[src/rtl/tx_mix_ctrl.sv]
// TX sequencer ahead of the transmit mixer: NCO phase accumulation, PTT-driven I/Q amplitude ramp,
// deferred retuning and mixer-valid tracking. Define TX_MIX_CTRL_PHASE_RESET_EN to zero phi at each key-up.
module tx_mix_ctrl #(
    parameter int RAMP_BITS   = 8,
    parameter int MIX_LAT     = 6,
    parameter int HANG_CYCLES = 16
) (
    input  logic               clk,
    input  logic               rst,
    input  logic               ptt,
    input  logic [31:0]        freq_word,
    input  logic               freq_load,
    input  logic               in_valid,
    input  logic signed [17:0] i_in,
    input  logic signed [17:0] q_in,
    output logic [31:0]        phi,
    output logic signed [17:0] i_sig,
    output logic signed [17:0] q_sig,
    output logic               tx_active,
    output logic               ramp_done,
    output logic               mix_valid
);

    localparam int GW  = RAMP_BITS + 1;
    localparam int PW  = 20 + RAMP_BITS;
    localparam int MVD = MIX_LAT + 1;
    localparam int HW  = $clog2(HANG_CYCLES + 1);
    localparam logic [GW-1:0] GAIN_MAX = {1'b1, {RAMP_BITS{1'b0}}};
    localparam logic [HW-1:0] HANG_LAST = HW'(HANG_CYCLES - 1);

    typedef enum logic [2:0] {
        S_IDLE,
        S_RAMPUP,
        S_ON,
        S_RAMPDOWN,
        S_HANG
    } state_t;

    state_t          r_state, w_state_next;
    logic [GW-1:0]   r_gain, w_gain_next;
    logic [HW-1:0]   r_hang_cnt, w_hang_next;
    logic [31:0]     r_phi, r_freq_act, r_freq_pend;
    logic [MVD-1:0]  r_mv_pipe;
    logic signed [17:0] r_i_sig, r_q_sig;
    logic            w_tx_active;
    logic            w_phase_clr;
    logic            w_sig_zero;
    logic signed [PW-1:0] w_i_ext, w_q_ext, w_gain_ext, w_prod_i, w_prod_q;

    always_ff @(posedge clk) begin
        if (rst) begin
            r_state    <= S_IDLE;
            r_gain     <= '0;
            r_hang_cnt <= '0;
        end else begin
            r_state    <= w_state_next;
            r_gain     <= w_gain_next;
            r_hang_cnt <= w_hang_next;
        end
    end

    // A ptt reversal always wins over a gain step on the same clock, leaving the gain untouched.
    always_comb begin
        w_state_next = r_state;
        w_gain_next  = r_gain;
        w_hang_next  = r_hang_cnt;
        case (r_state)
            S_IDLE: begin
                w_gain_next = '0;
                w_hang_next = '0;
                if (ptt) w_state_next = S_RAMPUP;
            end
            S_RAMPUP: begin
                if (!ptt) begin
                    w_state_next = S_RAMPDOWN;
                end else if (r_gain == GAIN_MAX) begin
                    w_state_next = S_ON;
                end else if (in_valid) begin
                    w_gain_next = r_gain + 1'b1;
                    if (r_gain == GAIN_MAX - 1'b1) w_state_next = S_ON;
                end
            end
            S_ON: begin
                if (!ptt) w_state_next = S_RAMPDOWN;
            end
            S_RAMPDOWN: begin
                if (ptt) begin
                    w_state_next = S_RAMPUP;
                end else if (r_gain == '0) begin
                    w_state_next = S_HANG;
                    w_hang_next  = '0;
                end else if (in_valid) begin
                    w_gain_next = r_gain - 1'b1;
                    if (r_gain == GW'(1)) begin
                        w_state_next = S_HANG;
                        w_hang_next  = '0;
                    end
                end
            end
            S_HANG: begin
                w_gain_next = '0;
                if (ptt) begin
                    w_state_next = S_RAMPUP;
                    w_hang_next  = '0;
                end else if (r_hang_cnt == HANG_LAST) begin
                    w_state_next = S_IDLE;
                    w_hang_next  = '0;
                end else begin
                    w_hang_next = r_hang_cnt + 1'b1;
                end
            end
            default: w_state_next = S_IDLE;
        endcase
    end

    assign w_tx_active = (r_state != S_IDLE);
    assign w_sig_zero  = (r_state == S_IDLE) || (r_state == S_HANG);

`ifdef TX_MIX_CTRL_PHASE_RESET_EN
    assign w_phase_clr = (r_state == S_IDLE) && ptt;
`else
    assign w_phase_clr = 1'b0;
`endif

    // Retuning mid-transmission would glitch the carrier, so the active word only moves in IDLE.
    always_ff @(posedge clk) begin
        if (rst) begin
            r_phi       <= '0;
            r_freq_act  <= '0;
            r_freq_pend <= '0;
        end else begin
            if (freq_load) r_freq_pend <= freq_word;
            if (r_state == S_IDLE) r_freq_act <= freq_load ? freq_word : r_freq_pend;
            r_phi <= w_phase_clr ? '0 : r_phi + r_freq_act;
        end
    end

    assign w_i_ext    = {{(PW-18){i_in[17]}}, i_in};
    assign w_q_ext    = {{(PW-18){q_in[17]}}, q_in};
    assign w_gain_ext = {{(PW-GW){1'b0}}, r_gain};
    assign w_prod_i   = w_i_ext * w_gain_ext;
    assign w_prod_q   = w_q_ext * w_gain_ext;

    // Taking bits above RAMP_BITS is an arithmetic shift, so rounding is toward -inf.
    always_ff @(posedge clk) begin
        if (rst || w_sig_zero) begin
            r_i_sig <= '0;
            r_q_sig <= '0;
        end else if (in_valid) begin
            r_i_sig <= w_prod_i[RAMP_BITS +: 18];
            r_q_sig <= w_prod_q[RAMP_BITS +: 18];
        end
    end

    always_ff @(posedge clk) begin
        if (rst) r_mv_pipe <= '0;
        else     r_mv_pipe <= (r_mv_pipe << 1) | MVD'(in_valid & w_tx_active);
    end

    assign phi       = r_phi;
    assign i_sig     = r_i_sig;
    assign q_sig     = r_q_sig;
    assign tx_active = w_tx_active;
    assign ramp_done = (r_state == S_ON);
    assign mix_valid = r_mv_pipe[MVD-1];

endmodule

[config.mk]
export PLATFORM = sky130hd
export DESIGN_NAME = tx_mix_ctrl
export DESIGN_NICKNAME = d
export VERILOG_FILES = /design/src/rtl/tx_mix_ctrl.sv
export SDC_FILE = /design/constraint.sdc
export NUM_CORES = 1
export LEC_CHECK = 0
export BUFFER_PORTS_ARGS = -buffer_cell sky130_fd_sc_hd__buf_4
export CAP_MARGIN = 20
export CORE_MARGIN = 10
export CORE_UTILIZATION = 49
export DETAILED_ROUTE_END_ITERATION = 6
export HOLD_SLACK_MARGIN = 0.12
export PLACE_DENSITY = 0.67
export RECOVER_POWER = 25
export SYNTH_ARGS = -nofsm -noshare
export SYNTH_HDL_FRONTEND = slang
export SYNTH_SLANG_ARGS = --single-unit
[constraint.sdc]
create_clock -name clk -period 8.4 [get_ports clk]
set_clock_uncertainty 0.05 [all_clocks]
set_input_delay 0.42 -clock clk [delete_from_list [all_inputs] [get_ports clk]]
set_output_delay 0.42 -clock clk [all_outputs]
set_load 0.01 [all_outputs]
==> metrics <==
result of the run finished, violations left; failing checks capacitance limit, slew limit; starting density of the core 49.7%; sw frac 45.9%; area fraction of the dominant cell type after synthesis 29.0%; ordered list of cells on the worst path buf_4 > nand2_1 > fa_1 > inv_1 > fa_1 > fa_1 > fa_1 > inv_1 > fa_1 > inv_1 > ha_1 > a21o_1 > a21o_1 > a211o_1 > or3_4 > o31ai_4 > o21ai_2 > a2111o_1 > nand3_1; Syn Inst Count 2032; post-layout util 54.7%; internal cell power 0.00227 W; Horiz. Die Dim 210 um; DIE HEIGHT 210 um; sort of element at the end of the critical path flip-flop; total routing resource utilization after global routing 20.3%; number of synthesized flops with an enable pin 0; portion of the post-synthesis area used by sequential elements 17.6%; DRT Wirelength 43400 um; LEAKAGE 10.1 nW; post-route fraction of the period consumed by the critical path 75.7%; via count 13800; vias in the first global route 14800; Sink Count 156; CORE AREA 35700 um2; Setup CP Type reg2reg; PD cells 215 nW/um2; latest clock arrival within the worst-skew pair 440 ps; time the worst path needs with I/O delays and setup 6360 ps; post-cts sizing count 0; Yosys top cell by area fa_1; Boundary Pins 144; Buf/Inv on CP 4; net switching power figure 0.00193 W; cell types with the largest area share after synthesis fa_1 (29%), dfxtp_1 (18%), ha_1 (10%); biggest cell delay along the critical path 780 ps; Layout Nets 2581; row count 69; most used cell along the critical path fa_1; Final Hold Viols 0; proportion of layout cells with a drive suffix above 1 7.65%; unrepaired setup endpoints after global routing false; maximum number of pins on one net before global-route repair 85; initial antenna violation count 0; highest ir drop seen on vdd 0.232 mV; achievable clock frequency 0.157 GHz; TritonCTS clock tree done; Async S/R FF share, synth 0%; Post-Layout Inst Area 19500 um2; post-synthesis cell area 17700 um2; largest fanout of any net on the critical path 23; number of maximum-capacitance constraint violations 1; flip-flop and latch count after synthesis 156; most frequently used flop master after synthesis dfxtp_1; Synth warnings 0; detailed router's first-iteration violation count 740; total setup violations reported at the end of the flow 0; average instance area after synthesis 8.72 um2; die area 44200 um2; leading cell types in the layout, fill and taps excluded inv_1 (323), fa_1 (257), nand2_1 (217), nor2_1 (171), dfxtp_1 (156); number of buffers inserted during clock tree synthesis 17; number of buffers inserted for hold repair after clock tree synthesis 0; buffer count from post-CTS setup fixing 0; synthesis-to-layout area growth 10.1%; sequential share of power 25.1%; headroom to the max-slew limit -29.8%; Routed wire per std cell 16.8 um; number of input and output port buffers inserted 143; Tightest Hold Check Type in2reg; final routed DRC violation total 0; Comb pwr share 56.5%; nets in the synthesized netlist 2507; placed standard-cell area 19100 um2; Fin Setup TNS 0 ps; slew of the pin with the lowest slew margin 1950 ps; Remaining Overflow, GRT 0; CTS root buffer clkbuf_16; total power 0.00420 W; number of routed nets with antenna violations 0; fill count 3373; wire length of the first global-routing pass 73600 um; critical path's top delay family adder cells; highest-delay cell along the critical path dfxtp_1; diodes inserted 0; vias per inst 5.37; Clk pin slew, worst setup/hold paths 80 ps; pins over their slew limit 44; final weighted congestion in routability-driven placement 0.860; Cell variety after synth 75; Final HPWL DP 34300 um; data required time of the critical path 8720 ps; Clock Path Buffers 2; H-tree depth 4; CP arrival 6680 ps; critical path launch point type flip-flop; number of iterations in the first detailed-routing pass 5; most common library cell in the layout ignoring fill and taps inv_1; clock network fraction of total power 18.4%
[Yosys cell counts (5+ instances only)]
cell      number
a21oi_1       58
fa_1         257
or3_1         10
nor2_1       172
nand3_1       20
ha_1         145
a21o_1        27
nor3b_1        7
nor4_1         7
xnor2_1       39
o21a_1        12
nor2b_1       21
mux2i_1       40
and2_1       148
and3_1         8
o21ai_1       13
buf_1         33
o31ai_1        5
nand2_1      217
a211oi_1      44
clkbuf_1      64
o21bai_1       6
nor3_1        34
nand4_1       12
o21ai_0       37
a31oi_1        7
nand2b_1      10
inv_1        323
dfxtp_1      156
xor2_1        23
[through the flow]
step	hold WS (ps)	setup slack [ps]	cells
after floorplan	364	2490	2032
after global placement	369	2210	2548
after detailed placement	378	2110	2548
after CTS	188	2080	2580
after global routing	210	1760	2580
final	192	2040	2580
[layer usage]
layer  vias up  GRT usage (%)  routed length (um)
li1       6588              -                   -
met1      6895           25.5               19100
met2       328           34.8               21000
met3        33           5.24                2950
met4         0           3.47                 367
met5         -              0                   0
[power by group through the flow]
stage                     Sequential, W  Clock, W  Combinational [W]
final                           0.00105  0.000774            0.00237
after global routing            0.00107  0.000815            0.00271
after CTS                       0.00105  0.000786            0.00242
after detailed placement        0.00107         0            0.00240
after global placement          0.00106         0            0.00234
after floorplan                 0.00104         0            0.00175
[registers in the layout, summed over array words and instances (netlist names)]
register / flops
phi: 32
r_state: 3
r_gain: 9
r_freq_act: 32
r_mv_pipe: 7
i_sig: 18
q_sig: 18
r_freq_pend: 32
r_hang_cnt: 5
[logic make-up (layout without fill, tap and decap cells)]
group	count (synthesis)	after routing	share of synthesized area [%]
and+or+nand+nor	681	681	18.4
buffers and inverters	424	511	9.01
adders and majority gates	402	402	39.3
AOI/OAI and AO/OA	263	263	10.1
DFF	156	156	17.6
xor gates and xnor gates	62	62	3.06
muxes	44	44	2.51
[path summary, 6_finish.rpt]
| check | endpoint | depth (start not counted) | startpoint | slack, ps |
|---|---|---|---|---|
| setup / recovery | q_sig[17]$_SDFFE_PP0P_ | 19 | r_gain[1]$_SDFFE_PP0P_ | 2040 |
| hold / removal | r_freq_pend[26]$_SDFF_PP0_ | 3 | freq_word[26] | 190 |
| setup reg to reg | q_sig[17]$_SDFFE_PP0P_ | 19 | r_gain[1]$_SDFFE_PP0P_ | 2040 |
| hold reg to reg | r_mv_pipe[2]$_SDFF_PP0_ | 1 | r_mv_pipe[1]$_SDFF_PP0_ | 390 |
[tightest hold or removal path, delay by kind of cell]
family | cells | cell delay, ps
buffers and inverters | 1 | 80
muxes | 1 | 70
and+or+nand+nor | 1 | 80
[area by class of cell]
class	instances	area (um2)	area share (%)
clock buffers	18	439	2.25
inverters	323	1210	6.21
flip-flops and latches	156	3120	16.0
multi-input cells	1452	13000	66.7
well taps	461	577	2.96
clock inverters	14	148	0.757
repair buffers	156	998	5.12
Power figures use the tool's default switching activity.
